### src/rtl/acc_c_muldiv_responder.sv
// Offloaded-instruction responder for a custom-0 opcode: serial shift-add
// MUL/MULHU (one step per cycle) and single-cycle CPOP, one request in flight.
module acc_c_muldiv_responder #(
    parameter int unsigned DataWidth = 32,
    parameter logic [6:0]  OpCode    = 7'b0001011
) (
    input  logic                 clk_i,
    input  logic                 rst_ni,
    input  logic                 q_valid_i,
    output logic                 q_ready_o,
    input  logic [31:0]          q_instr_data_i,
    input  logic [DataWidth-1:0] q_rs1_i,
    input  logic [DataWidth-1:0] q_rs2_i,
    input  logic [DataWidth-1:0] q_hart_id_i,
    output logic                 p_valid_o,
    input  logic                 p_ready_i,
    output logic [DataWidth-1:0] p_data_o,
    output logic [4:0]           p_rd_o,
    output logic [DataWidth-1:0] p_hart_id_o,
    output logic                 p_error_o
);

    localparam int unsigned CntW = $clog2(DataWidth) + 1;

    typedef enum logic [1:0] {IDLE, BUSY, RESP} state_e;
    typedef enum logic [1:0] {OP_MUL, OP_MULHU, OP_CPOP, OP_ILL} op_e;

    state_e                   state_q, state_d;
    op_e                      op_q, op_d, dec_op;
    logic [DataWidth-1:0]     rs1_q, rs1_d;
    logic [2*DataWidth-1:0]   acc_q, acc_d, acc_step;
    logic [CntW-1:0]          cnt_q, cnt_d;
    logic                     q_ready_q, q_ready_d;
    logic                     p_valid_q, p_valid_d;
    logic [DataWidth-1:0]     p_data_q, p_data_d;
    logic [4:0]               p_rd_q, p_rd_d;
    logic [DataWidth-1:0]     p_hart_q, p_hart_d;
    logic                     p_error_q, p_error_d;
    logic [DataWidth-1:0]     popcnt;
    logic [DataWidth-1:0]     addend;
    logic [DataWidth:0]       add_sum;
    logic                     unused_instr_bits;

    // Register-index fields of the instruction are not needed by this unit.
    assign unused_instr_bits = ^q_instr_data_i[24:15];

    // Decode the incoming instruction word into an operation.
    always_comb begin
        dec_op = OP_ILL;
        if (q_instr_data_i[6:0] == OpCode && q_instr_data_i[31:25] == 7'b0) begin
            case (q_instr_data_i[14:12])
                3'b000:  dec_op = OP_MUL;
                3'b001:  dec_op = OP_MULHU;
                3'b010:  dec_op = OP_CPOP;
                default: dec_op = OP_ILL;
            endcase
        end
    end

    // Population count of the incoming rs1 operand.
    always_comb begin
        popcnt = '0;
        for (int unsigned i = 0; i < DataWidth; i++) begin
            popcnt = popcnt + {{(DataWidth-1){1'b0}}, q_rs1_i[i]};
        end
    end

    // One shift-add step: upper half accumulates rs1 when the multiplier LSB is set.
    always_comb begin
        addend   = acc_q[0] ? rs1_q : '0;
        add_sum  = {1'b0, acc_q[2*DataWidth-1:DataWidth]} + {1'b0, addend};
        acc_step = {add_sum, acc_q[DataWidth-1:1]};
    end

    // Next-state and next-output computation for the responder FSM.
    always_comb begin
        state_d   = state_q;
        op_d      = op_q;
        rs1_d     = rs1_q;
        acc_d     = acc_q;
        cnt_d     = cnt_q;
        p_data_d  = p_data_q;
        p_rd_d    = p_rd_q;
        p_hart_d  = p_hart_q;
        p_error_d = p_error_q;

        case (state_q)
            IDLE: begin
                if (q_valid_i && q_ready_q) begin
                    op_d     = dec_op;
                    rs1_d    = q_rs1_i;
                    p_rd_d   = q_instr_data_i[11:7];
                    p_hart_d = q_hart_id_i;
                    case (dec_op)
                        OP_MUL, OP_MULHU: begin
                            acc_d     = {{DataWidth{1'b0}}, q_rs2_i};
                            cnt_d     = '0;
                            p_error_d = 1'b0;
                            state_d   = BUSY;
                        end
                        OP_CPOP: begin
                            p_data_d  = popcnt;
                            p_error_d = 1'b0;
                            state_d   = RESP;
                        end
                        default: begin
                            p_data_d  = '0;
                            p_error_d = 1'b1;
                            state_d   = RESP;
                        end
                    endcase
                end
            end
            BUSY: begin
                acc_d = acc_step;
                cnt_d = cnt_q + CntW'(1);
                if (cnt_q == CntW'(DataWidth - 1)) begin
                    state_d  = RESP;
                    p_data_d = (op_q == OP_MULHU) ? acc_step[2*DataWidth-1:DataWidth]
                                                  : acc_step[DataWidth-1:0];
                end
            end
            RESP: begin
                if (p_ready_i) begin
                    state_d = IDLE;
                end
            end
            default: state_d = IDLE;
        endcase

        // Handshake flags are registered so they are low throughout reset.
        q_ready_d = (state_d == IDLE);
        p_valid_d = (state_d == RESP);
    end

    // State and output registers.
    always_ff @(posedge clk_i or negedge rst_ni) begin
        if (!rst_ni) begin
            state_q   <= IDLE;
            op_q      <= OP_MUL;
            rs1_q     <= '0;
            acc_q     <= '0;
            cnt_q     <= '0;
            q_ready_q <= 1'b0;
            p_valid_q <= 1'b0;
            p_data_q  <= '0;
            p_rd_q    <= '0;
            p_hart_q  <= '0;
            p_error_q <= 1'b0;
        end else begin
            state_q   <= state_d;
            op_q      <= op_d;
            rs1_q     <= rs1_d;
            acc_q     <= acc_d;
            cnt_q     <= cnt_d;
            q_ready_q <= q_ready_d;
            p_valid_q <= p_valid_d;
            p_data_q  <= p_data_d;
            p_rd_q    <= p_rd_d;
            p_hart_q  <= p_hart_d;
            p_error_q <= p_error_d;
        end
    end

    assign q_ready_o   = q_ready_q;
    assign p_valid_o   = p_valid_q;
    assign p_data_o    = p_data_q;
    assign p_rd_o      = p_rd_q;
    assign p_hart_id_o = p_hart_q;
    assign p_error_o   = p_error_q;

endmodule
### config.mk
export PLATFORM = sky130hd
export DESIGN_NAME = acc_c_muldiv_responder
export DESIGN_NICKNAME = d
export VERILOG_FILES = /design/src/rtl/acc_c_muldiv_responder.sv
export SDC_FILE = /design/constraint.sdc
export NUM_CORES = 1
export LEC_CHECK = 0
export CELL_PAD_IN_SITES_DETAIL_PLACEMENT = 1
export CELL_PAD_IN_SITES_GLOBAL_PLACEMENT = 2
export CORE_MARGIN = 1.5
export CORE_UTILIZATION = 35
export DETAILED_ROUTE_END_ITERATION = 7
export PLACE_DENSITY = 0.95
export SLEW_MARGIN = 20
export SYNTH_ARGS = -nofsm -noshare
export SYNTH_HDL_FRONTEND = slang
export SYNTH_SLANG_ARGS = --single-unit
export TNS_END_PERCENT = 1
### constraint.sdc
create_clock -name clk_i -period 8.1 [get_ports clk_i]
set_input_delay 2.025 -clock clk_i [delete_from_list [all_inputs] [get_ports clk_i]]
set_output_delay 2.025 -clock clk_i [all_outputs]
set_load 0.03 [all_outputs]
# Word-level counts from Yosys, hierarchy flattened
# Cells that the tools add are included.
dict set report op_classes {
  mux 20
  eq_ne 14
  n_reduce_logical 13
  add_sub_neg 33
}
# cell n
set op_table {}
lappend op_table {{$mux 32} 4}
lappend op_table {{$mux 64} 2}
lappend op_table {{$pmux 32 s2} 2}
lappend op_table {{$pmux 64 s2} 1}
lappend op_table {{$add 32x32->33} 1}
lappend op_table {{$add 31x1->32} 1}
lappend op_table {{$add 30x1->31} 1}
lappend op_table {{$add 29x1->30} 1}
lappend op_table {{$add 28x1->29} 1}
lappend op_table {{$add 27x1->28} 1}
lappend op_table {{$add 26x1->27} 1}
lappend op_table {{$add 25x1->26} 1}
lappend op_table {{$add 24x1->25} 1}
lappend op_table {{$add 23x1->24} 1}
lappend op_table {{$add 22x1->23} 1}
lappend op_table {{$add 21x1->22} 1}
lappend op_table {{$add 20x1->21} 1}
lappend op_table {{$add 19x1->20} 1}
lappend op_table {{$add 18x1->19} 1}
lappend op_table {{$add 17x1->18} 1}
lappend op_table {{$add 16x1->17} 1}
lappend op_table {{$add 15x1->16} 1}
lappend op_table {{$add 14x1->15} 1}
lappend op_table {{$add 13x1->14} 1}
lappend op_table {{36 further kinds} 51}
dict set report totals {
  register_bits 178
  output_inout_bits 72
}

# Longest topological paths before layout
# Gate-level depths: netlist of the first run.
dict set report depth {
  word_depth 34
  depth_mapped 17
}

# Worst setup path before layout of the first run
# OpenSTA, ideal clock, no wires.
dict set report synth_timing {
  path_type {input to register}
  startpoint {input q_rs1_i[0]}
  endpoint {register p_data_q[4], in the netlist p_data_o[4]}
  setup_ns 0.126
  n_path_buf 0
  arrival_time_ns 6.206
  setup_slack_ns 1.769
  stages 17
  path_cell_list {inv_1 fa_1 fa_1 fa_1 fa_1 fa_1 fa_1 inv_1 ha_1 inv_1 fa_1 inv_1 a21o_1 a21oi_1 xnor2_1 a221oi_1 nor2_1}
}
dict set report synth_via {
  elab_chain_cells 34
}
# element line
set synth_rtl {}
lappend synth_rtl {{start: declaration} 12} ;# input logic [DataWidth-1:0] q_rs1_i,
lappend synth_rtl {{$add 1x1->2} 64} ;# popcnt = popcnt + {{(DataWidth-1){1'b0}}, q_rs1_i[i]};
lappend synth_rtl {{$add 2x1->3} 64}
lappend synth_rtl {{$add 3x1->4} 64}
lappend synth_rtl {{$add 4x1->5} 64}
lappend synth_rtl {{$add 5x1->6} 64}
lappend synth_rtl {{$add 6x1->7} 64}
lappend synth_rtl {{$add 7x1->8} 64}
lappend synth_rtl {{$add 8x1->9} 64}
lappend synth_rtl {{[18 not listed]} --}
lappend synth_rtl {{$add 27x1->28} 64}
lappend synth_rtl {{$add 28x1->29} 64}
lappend synth_rtl {{$add 29x1->30} 64}
lappend synth_rtl {{$add 30x1->31} 64}
lappend synth_rtl {{$add 31x1->32} 64}
lappend synth_rtl {{$pmux 32 s2} 94} ;# case (dec_op)
lappend synth_rtl {{$mux 32} 89} ;# if (q_valid_i && q_ready_q) begin
lappend synth_rtl {{$pmux 32 s2} 87} ;# case (state_q)
lappend synth_rtl {{end signal: assignment} 158} ;# p_data_q <= p_data_d;
lappend synth_rtl {{end: declaration} 35} ;# logic [DataWidth-1:0] p_data_q, p_data_d;
# No other way between the ends. The select of a mux whose other input is x is not followed.
# A chain may end at the register's enable or synchronous reset.

# Worst setup path in the final report of the first run
dict set report layout_timing {
  startpoint {input q_rs1_i[0]}
  endpoint {register p_data_q[3], in the netlist p_data_o[3]}
}
# Same word-level chain as after synthesis.

==> impl_metrics.py, run 1 <==
metrics = {
    "clock_network": {
        "cts_tree": "done",
        "clkLatencyLatePin_ps": 440,
        "cts.reportedPaths.clkPinSlew_ps": 80,
        "cts.path.max_buffers": 2,
        "cts_buffer_count": 17,
        "ctsResizeCount": 0,
        "postCtsSetupRepairBufs": 0,
        "cts.root.buffer_cell": "clkbuf_16",
        "hold_buffers": 0,
        "cts.htree.levels": 4,
        "cts.sink_count": 178,
    },
    "floorplanning": {
        "initial_utilization": 0.354,
        "std_cell_rows": 62,
        "ioPinCount": 204,
        "die_w_um": 173,
        "dieArea_um2": 30000,
        "floorplan.die.height_um": 173,
        "core_box_area_um2": 28600,
    },
    "min_path": {
        "whs_endpoint": "acc_q[62]",
        "cell_count_of_the_worst_hold_path": 2,
        "min-delay-path-class": "flip-flop to flip-flop",
        "timing.hold.worst.start": "acc_q[62]",
    },
    "synthesis": {
        "syn_avg_cell_area_um2": 10.1,
        "post_synth_fa_ha_maj_area_fraction": 0.0988,
        "synth_xor_area_frac": 0.0294,
        "post_synth_edffs": 0,
        "synthMuxAreaShare": 0.0986,
        "synth-seq-area-share": 0.440,
        "complex_gate_fraction_of_the_synthesized_area": 0.159,
        "yosys_top_cell_area_share": 0.440,
        "synthCells": 1000,
        "postSynthNetCount": 1197,
        "combinational_family_with_the_most_area_after_synthesis": "compound AO/OA/AOI/OAI gates",
        "synth_simple_gate_area_frac": 0.126,
        "ys_ff_latch": 178,
        "dominantRegCellSynth": "dfrtp_1",
        "yosysUniqueCellTypes": 67,
        "synth_largest_area_cell": "dfrtp_1",
        "ranking_of_synthesized_cells_by_area": "dfrtp_1 44%, mux2_2 7.8%, fa_1 4.9%",
        "asyncSetResetFlopFracSynth": 1.00,
        "netlist_area_um2": 10100,
        "synth.yosys.warnings": 0,
    },
    "power": {
        "power.leakage_nw": 5.65,
        "power_density_nw_per_um2": 260,
        "power_w": 0.00337,
        "vdd_drop_max_mv": 0.230,
    },
    "final_layout": {
        "layout-area-overhead-vs-synth_pct": 27.9,
        "drive_gt1_frac": 0.110,
        "nets": 1365,
        "final_common_cell": "clkdlybuf4s50_1",
        "insertedDiodeCount": 0,
        "final_cell_mix": "192 x clkdlybuf4s50_1, 178 x dfrtp_1, 125 x nand2_1",
        "number_of_filler_instances_in_the_final_layout": 3197,
    },
    "placement": {
        "io_buffer_count": 193,
        "finalWeightedCongestion": 0.845,
        "detailedPlacementHpwl_um": 21900,
    },
    "setup_path": {
        "required_ps": 8420,
        "worst_r2r_endpoint": "acc_q[56]",
        "critPathLaunchType": "input port",
        "worst_r2r_path_depth": 9,
        "setup.reg_to_reg.worst_slack_ps": 4530,
        "r2r_start": "acc_q[0]",
        "critPathMaxFanout": 2,
        "worst_ep_arrival_time_ps": 6990,
        "timing.setup.critical_path_class": "input port to flip-flop",
        "timing.critical_path.to_type": "flip-flop",
    },
    "timing": {
        "tightest_slew_ps": 1030,
        "clock-skew-final_ps": 16.1,
        "timing.final.setup_violations": 0,
        "max_freq_ghz": 0.150,
        "slew_violations": 0,
        "final_hold_viol_count": 0,
        "final.period_utilization": 0.824,
        "setup_total_negative_slack_ps": 0,
        "finalWorstPathRequiredPeriod_ps": 6670,
        "max_slew_margin": 0.316,
        "grt_setup_unrepaired": "false",
    },
    "route": {
        "num_vias": 8288,
        "detail_route.wl_per_cell_um": 18.9,
        "drt_pass1_iterations": 5,
        "route.detailed.drc": 0,
        "detailedRoute.firstIterationViolations": 437,
        "postRouteWirelength_um": 29600,
        "viasPerCell": 5.30,
        "ant_nets": 0,
    },
    "status": {
        "status": "finished, final reports clean",
    },
    "job": {
        "max-cap-violations": 0,
    },
    "grt": {
        "global_route_wire_length_before_repair_um": 47800,
        "number_of_global_route_vias_before_repair": 8822,
        "gr-usage-all-layers": 0.200,
        "largest_net_degree_at_the_start_of_global_routing": 107,
        "grt_antenna_before_repair": 1,
        "grt_overflow": 0,
    },
}
-- stage by stage --
stage                      util  hold WS (ps)  instances  cell area, um^2  setup slack [ps]
after floorplan               -           454       1000            10100              1770
after detailed placement  0.431           486       1533            12300               923
after CTS                 0.453           503       1565            13000              1390
after global routing      0.453           517       1565            13000              1210
after global placement    0.431           473       1533            12300              1060
final                     0.453           496       1565            13000              1430
-- kinds of logic after synthesis --
kind of cell	count (synthesis)
AND/OR/NAND/NOR	270
AO/OA/AOI/OAI	256
flip-flops	178
buffers and inverters	106
multiplexers	91
adder cells (fa/ha/maj)	65
XOR/XNOR	34
-- synthesized netlist by cell type, drive strengths merged (18+ instances only) --
cell type  count
dfrtp        178
nand2        126
o21ai         82
mux2          70
a21oi         54
inv           53
nor2          41
ha            40
and2          39
a22oi         38
clkbuf        26
buf           25
fa            25
mux2i         21
o22ai         19
xnor2         18
-- layout make-up --
| cell class | count | area (um^2) | share of cell area |
|---|---|---|---|
| multi-input combinational | 716 | 5220 | 0.403 |
| inverter | 53 | 199 | 0.0154 |
| clock buffer | 17 | 425 | 0.0328 |
| tap | 384 | 480 | 0.0371 |
| timing repair buffer | 202 | 2000 | 0.154 |
| sequential | 178 | 4450 | 0.344 |
| clock inverter | 15 | 181 | 0.0140 |
-- critical path: stages --
cell and delay (ps):
clkdlybuf4s50_1 490, inv_1 70, fa_1 490, fa_1 400, inv_1 90, fa_1 450, fa_1 510, fa_1 550
inv_1 60, fa_1 600, inv_1 60, ha_1 290, a21o_1 180, a21oi_1 220, xnor2_1 110, a221oi_1 320
nor2_1 70
-- worst max path at each step --
stage | start | to | slack [ps] | depth (start not counted)
finish | q_rs1_i[0] | p_data_o[3] | 1430 | 17
floorplan | q_rs1_i[0] | p_data_o[4] | 1770 | 17
CTS | q_rs1_i[0] | p_data_o[3] | 1390 | 17
global placement | q_rs1_i[0] | p_data_o[4] | 1060 | 18
global route | q_rs1_i[0] | p_data_o[3] | 1210 | 17
detailed placement | q_rs1_i[0] | p_data_o[3] | 920 | 17
-- flip-flops by register name (all words and copies together), names as in the netlist --
register     count
rs1_q           32
cnt_q            6
p_data_o        32
q_ready_o        1
acc_q           64
p_hart_id_o     32
op_q             2
state_q          2
p_error_o        1
p_valid_o        1
p_rd_o           5
-- report_power, final --
part           internal, W  switching [W]  leakage [nW]
Combinational     0.000636       0.000673          3.35
Clock             0.000446       0.000418         0.296
Sequential         0.00109       0.000113          2.00
-- per-layer routing --
metal / GRT usage / share of wire / vias up
li1: - / - / 3867
met3: 0.0526 / 0.066 / 21
met1: 0.275 / 0.47 / 4162
met4: 0.0420 / 0.011 / 0
met2: 0.319 / 0.46 / 238
met5: 0 / 0 / -
Note: power is estimated with default switching activity, not from simulation.
==> inputs of run 2 (changes only) <==
--- a/config.mk
+++ b/config.mk
@@ -8,9 +8,9 @@
 export CELL_PAD_IN_SITES_DETAIL_PLACEMENT = 1
 export CELL_PAD_IN_SITES_GLOBAL_PLACEMENT = 2
 export CORE_MARGIN = 1.5
-export CORE_UTILIZATION = 35
+export CORE_UTILIZATION = 33
 export DETAILED_ROUTE_END_ITERATION = 7
-export PLACE_DENSITY = 0.95
+export PLACE_DENSITY = 0.92
 export SLEW_MARGIN = 20
 export SYNTH_ARGS = -nofsm -noshare
 export SYNTH_HDL_FRONTEND = slang
==> constraint.sdc (replaced) <==
create_clock -name clk_i -period 6.5 [get_ports clk_i]
set_input_delay 1.625 -clock clk_i [delete_from_list [all_inputs] [get_ports clk_i]]
set_output_delay 1.625 -clock clk_i [all_outputs]
set_load 0.03 [all_outputs]
==> impl_metrics.py, run 2 (synthesized netlist as in run 1, its figures left out) <==
metrics = {
    "status": {
        "status": "finished, final reports clean",
    },
    "min_path": {
        "min-delay-path-class": "flip-flop to flip-flop",
        "cell_count_of_the_worst_hold_path": 2,
        "timing.hold.worst.start": "acc_q[53]",
        "whs_endpoint": "acc_q[53]",
    },
    "setup_path": {
        "timing.critical_path.to_type": "flip-flop",
        "critPathMaxFanout": 2,
        "required_ps": 6820,
        "timing.setup.critical_path_class": "input port to flip-flop",
        "worst_ep_arrival_time_ps": 6550,
        "setup.reg_to_reg.worst_slack_ps": 2830,
        "critPathLaunchType": "input port",
        "r2r_start": "acc_q[0]",
        "worst_r2r_path_depth": 10,
        "worst_setup_path_startpoint": "q_rs1_i[0]",
        "worst_r2r_endpoint": "acc_q[51]",
    },
    "timing": {
        "grt_setup_unrepaired": "false",
        "max_freq_ghz": 0.161,
        "final.period_utilization": 0.958,
        "final_hold_viol_count": 0,
        "tightest_slew_ps": 1040,
        "finalWorstPathRequiredPeriod_ps": 6230,
        "slew_violations": 0,
        "max_slew_margin": 0.304,
        "worst_hold_slack_ps": 497,
        "clock-skew-final_ps": 15.8,
        "timing.final.setup_violations": 0,
    },
    "final_layout": {
        "number_of_filler_instances_in_the_final_layout": 3325,
        "non_filler_cell_area_final_um2": 13000,
        "layout-area-overhead-vs-synth_pct": 28.4,
        "fin_cells": 1580,
        "nets": 1373,
        "largest_register_ff_count": 64,
        "fin_util": 0.434,
        "top_register": "acc_q",
        "final_common_cell": "clkdlybuf4s50_1",
        "final_cell_mix": "192 x clkdlybuf4s50_1, 178 x dfrtp_1, 125 x nand2_1",
        "drive_gt1_frac": 0.117,
    },
    "clock_network": {
        "cts.reportedPaths.clkPinSlew_ps": 80,
        "cts_buffer_count": 17,
        "cts.path.max_buffers": 2,
        "hold_buffers": 0,
        "cts.root.buffer_cell": "clkbuf_16",
        "cts.htree.levels": 4,
        "cts_tree": "done",
        "cts.sink_count": 178,
        "clkLatencyLatePin_ps": 440,
    },
    "floorplanning": {
        "initial_utilization": 0.338,
        "floorplan.die.height_um": 178,
        "std_cell_rows": 63,
        "die_w_um": 178,
        "ioPinCount": 204,
        "dieArea_um2": 31800,
        "core_box_area_um2": 30000,
    },
    "route": {
        "ant_nets": 0,
        "viasPerCell": 5.22,
        "drt_pass1_iterations": 4,
        "detail_route.wl_per_cell_um": 19.0,
        "postRouteWirelength_um": 30000,
        "route.detailed.drc": 0,
        "num_vias": 8244,
        "detailedRoute.firstIterationViolations": 515,
    },
    "grt": {
        "number_of_global_route_vias_before_repair": 8736,
        "grt_antenna_before_repair": 2,
        "largest_net_degree_at_the_start_of_global_routing": 75,
        "gr-usage-all-layers": 0.196,
        "global_route_wire_length_before_repair_um": 48400,
        "grt_overflow": 0,
    },
    "placement": {
        "io_buffer_count": 193,
        "place_area_um2": 12400,
        "place.detailed.instances": 1547,
        "finalWeightedCongestion": 0.828,
        "detailedPlacementHpwl_um": 22300,
    },
    "job": {
        "max-cap-violations": 0,
    },
    "power": {
        "power.leakage_nw": 5.69,
        "power_density_nw_per_um2": 327,
        "vdd_drop_max_mv": 0.246,
    },
}
run 2: worst max-delay path by stage:
stage | to | slack [ps] | cells after the start
6_report | p_data_o[4] | 270 | 18
5_1_grt | p_data_o[4] | 30 | 18
4_1_cts | p_data_o[4] | 220 | 18
3_5_place_dp | p_data_o[3] | -260 | 17
3_3_place_gp | p_data_o[4] | -150 | 18
2_1_floorplan | p_data_o[4] | 570 | 17
run 2: where the power goes:
part	internal, W	leakage [nW]	total, W	switching [W]
Clock	0.000533	0.290	0.00104	0.000503
Sequential	0.00135	2.00	0.00150	0.000148
Combinational	0.000827	3.39	0.00172	0.000889
Total	0.00271	5.69	0.00425	0.00154
run 2: repair_timing:
action / in CTS / in global routing
setup buffers: 0 / 0
setup endpoints to repair: 0 / 1
resized for setup: 0 / 1
run 2: area by class of cell:
| type | instances | area (um^2) | share of cell area |
|---|---|---|---|
| tap | 390 | 488 | 0.0375 |
| multi-input combinational | 716 | 5220 | 0.401 |
| timing repair buffer | 210 | 2060 | 0.158 |
| clock inverter | 13 | 131 | 0.0101 |
| inverter | 53 | 199 | 0.0153 |
| clock buffer | 19 | 453 | 0.0348 |
| sequential | 178 | 4450 | 0.342 |
| antenna | 1 | 2.50 | 0.000192 |
run 2: layer usage:
metal	up-vias	global-route usage	part of all wire	wire length [um]
met1	4144	0.270	0.47	14100
met2	195	0.310	0.46	13700
li1	3883	-	-	-
met3	20	0.0541	0.067	2000
met5	-	0	0.00043	13
met4	2	0.0372	0.0072	216
run 2: through the flow:
step / power [W] / setup slack (ps) / TNS [ps]
floorplan: 0.00254 / 569 / 0
global placement: 0.00315 / -146 / -376
detailed placement: 0.00325 / -258 / -783
CTS: 0.00431 / 223 / 0
global route: 0.00451 / 34.0 / 0
finish: 0.00425 / 270 / 0
run 2: critical path, cell delays in order:
cell	delay, ps
clkdlybuf4s50_1	480
inv_1	60
fa_1	570
fa_1	460
fa_1	540
fa_1	440
fa_1	560
fa_1	420
inv_1	70
ha_1	150
inv_1	60
fa_1	380
inv_1	70
a21o_1	120
a21oi_1	80
xnor2_1	140
a221oi_1	270
nor2_1	60
==> inputs of run 3 (changes only) <==
--- a/config.mk
+++ b/config.mk
@@ -5,10 +5,12 @@
 export SDC_FILE = /design/constraint.sdc
 export NUM_CORES = 1
 export LEC_CHECK = 0
+export ABC_CLOCK_PERIOD_IN_PS = 6500
 export CELL_PAD_IN_SITES_DETAIL_PLACEMENT = 1
 export CELL_PAD_IN_SITES_GLOBAL_PLACEMENT = 2
 export CORE_MARGIN = 1.5
 export CORE_UTILIZATION = 33
+export CTS_CLUSTER_SIZE = 8
 export DETAILED_ROUTE_END_ITERATION = 7
 export PLACE_DENSITY = 0.92
 export SLEW_MARGIN = 20
==> results of run 3 <==
No change in the layout: final DEF, timing and power equal those of run 2.
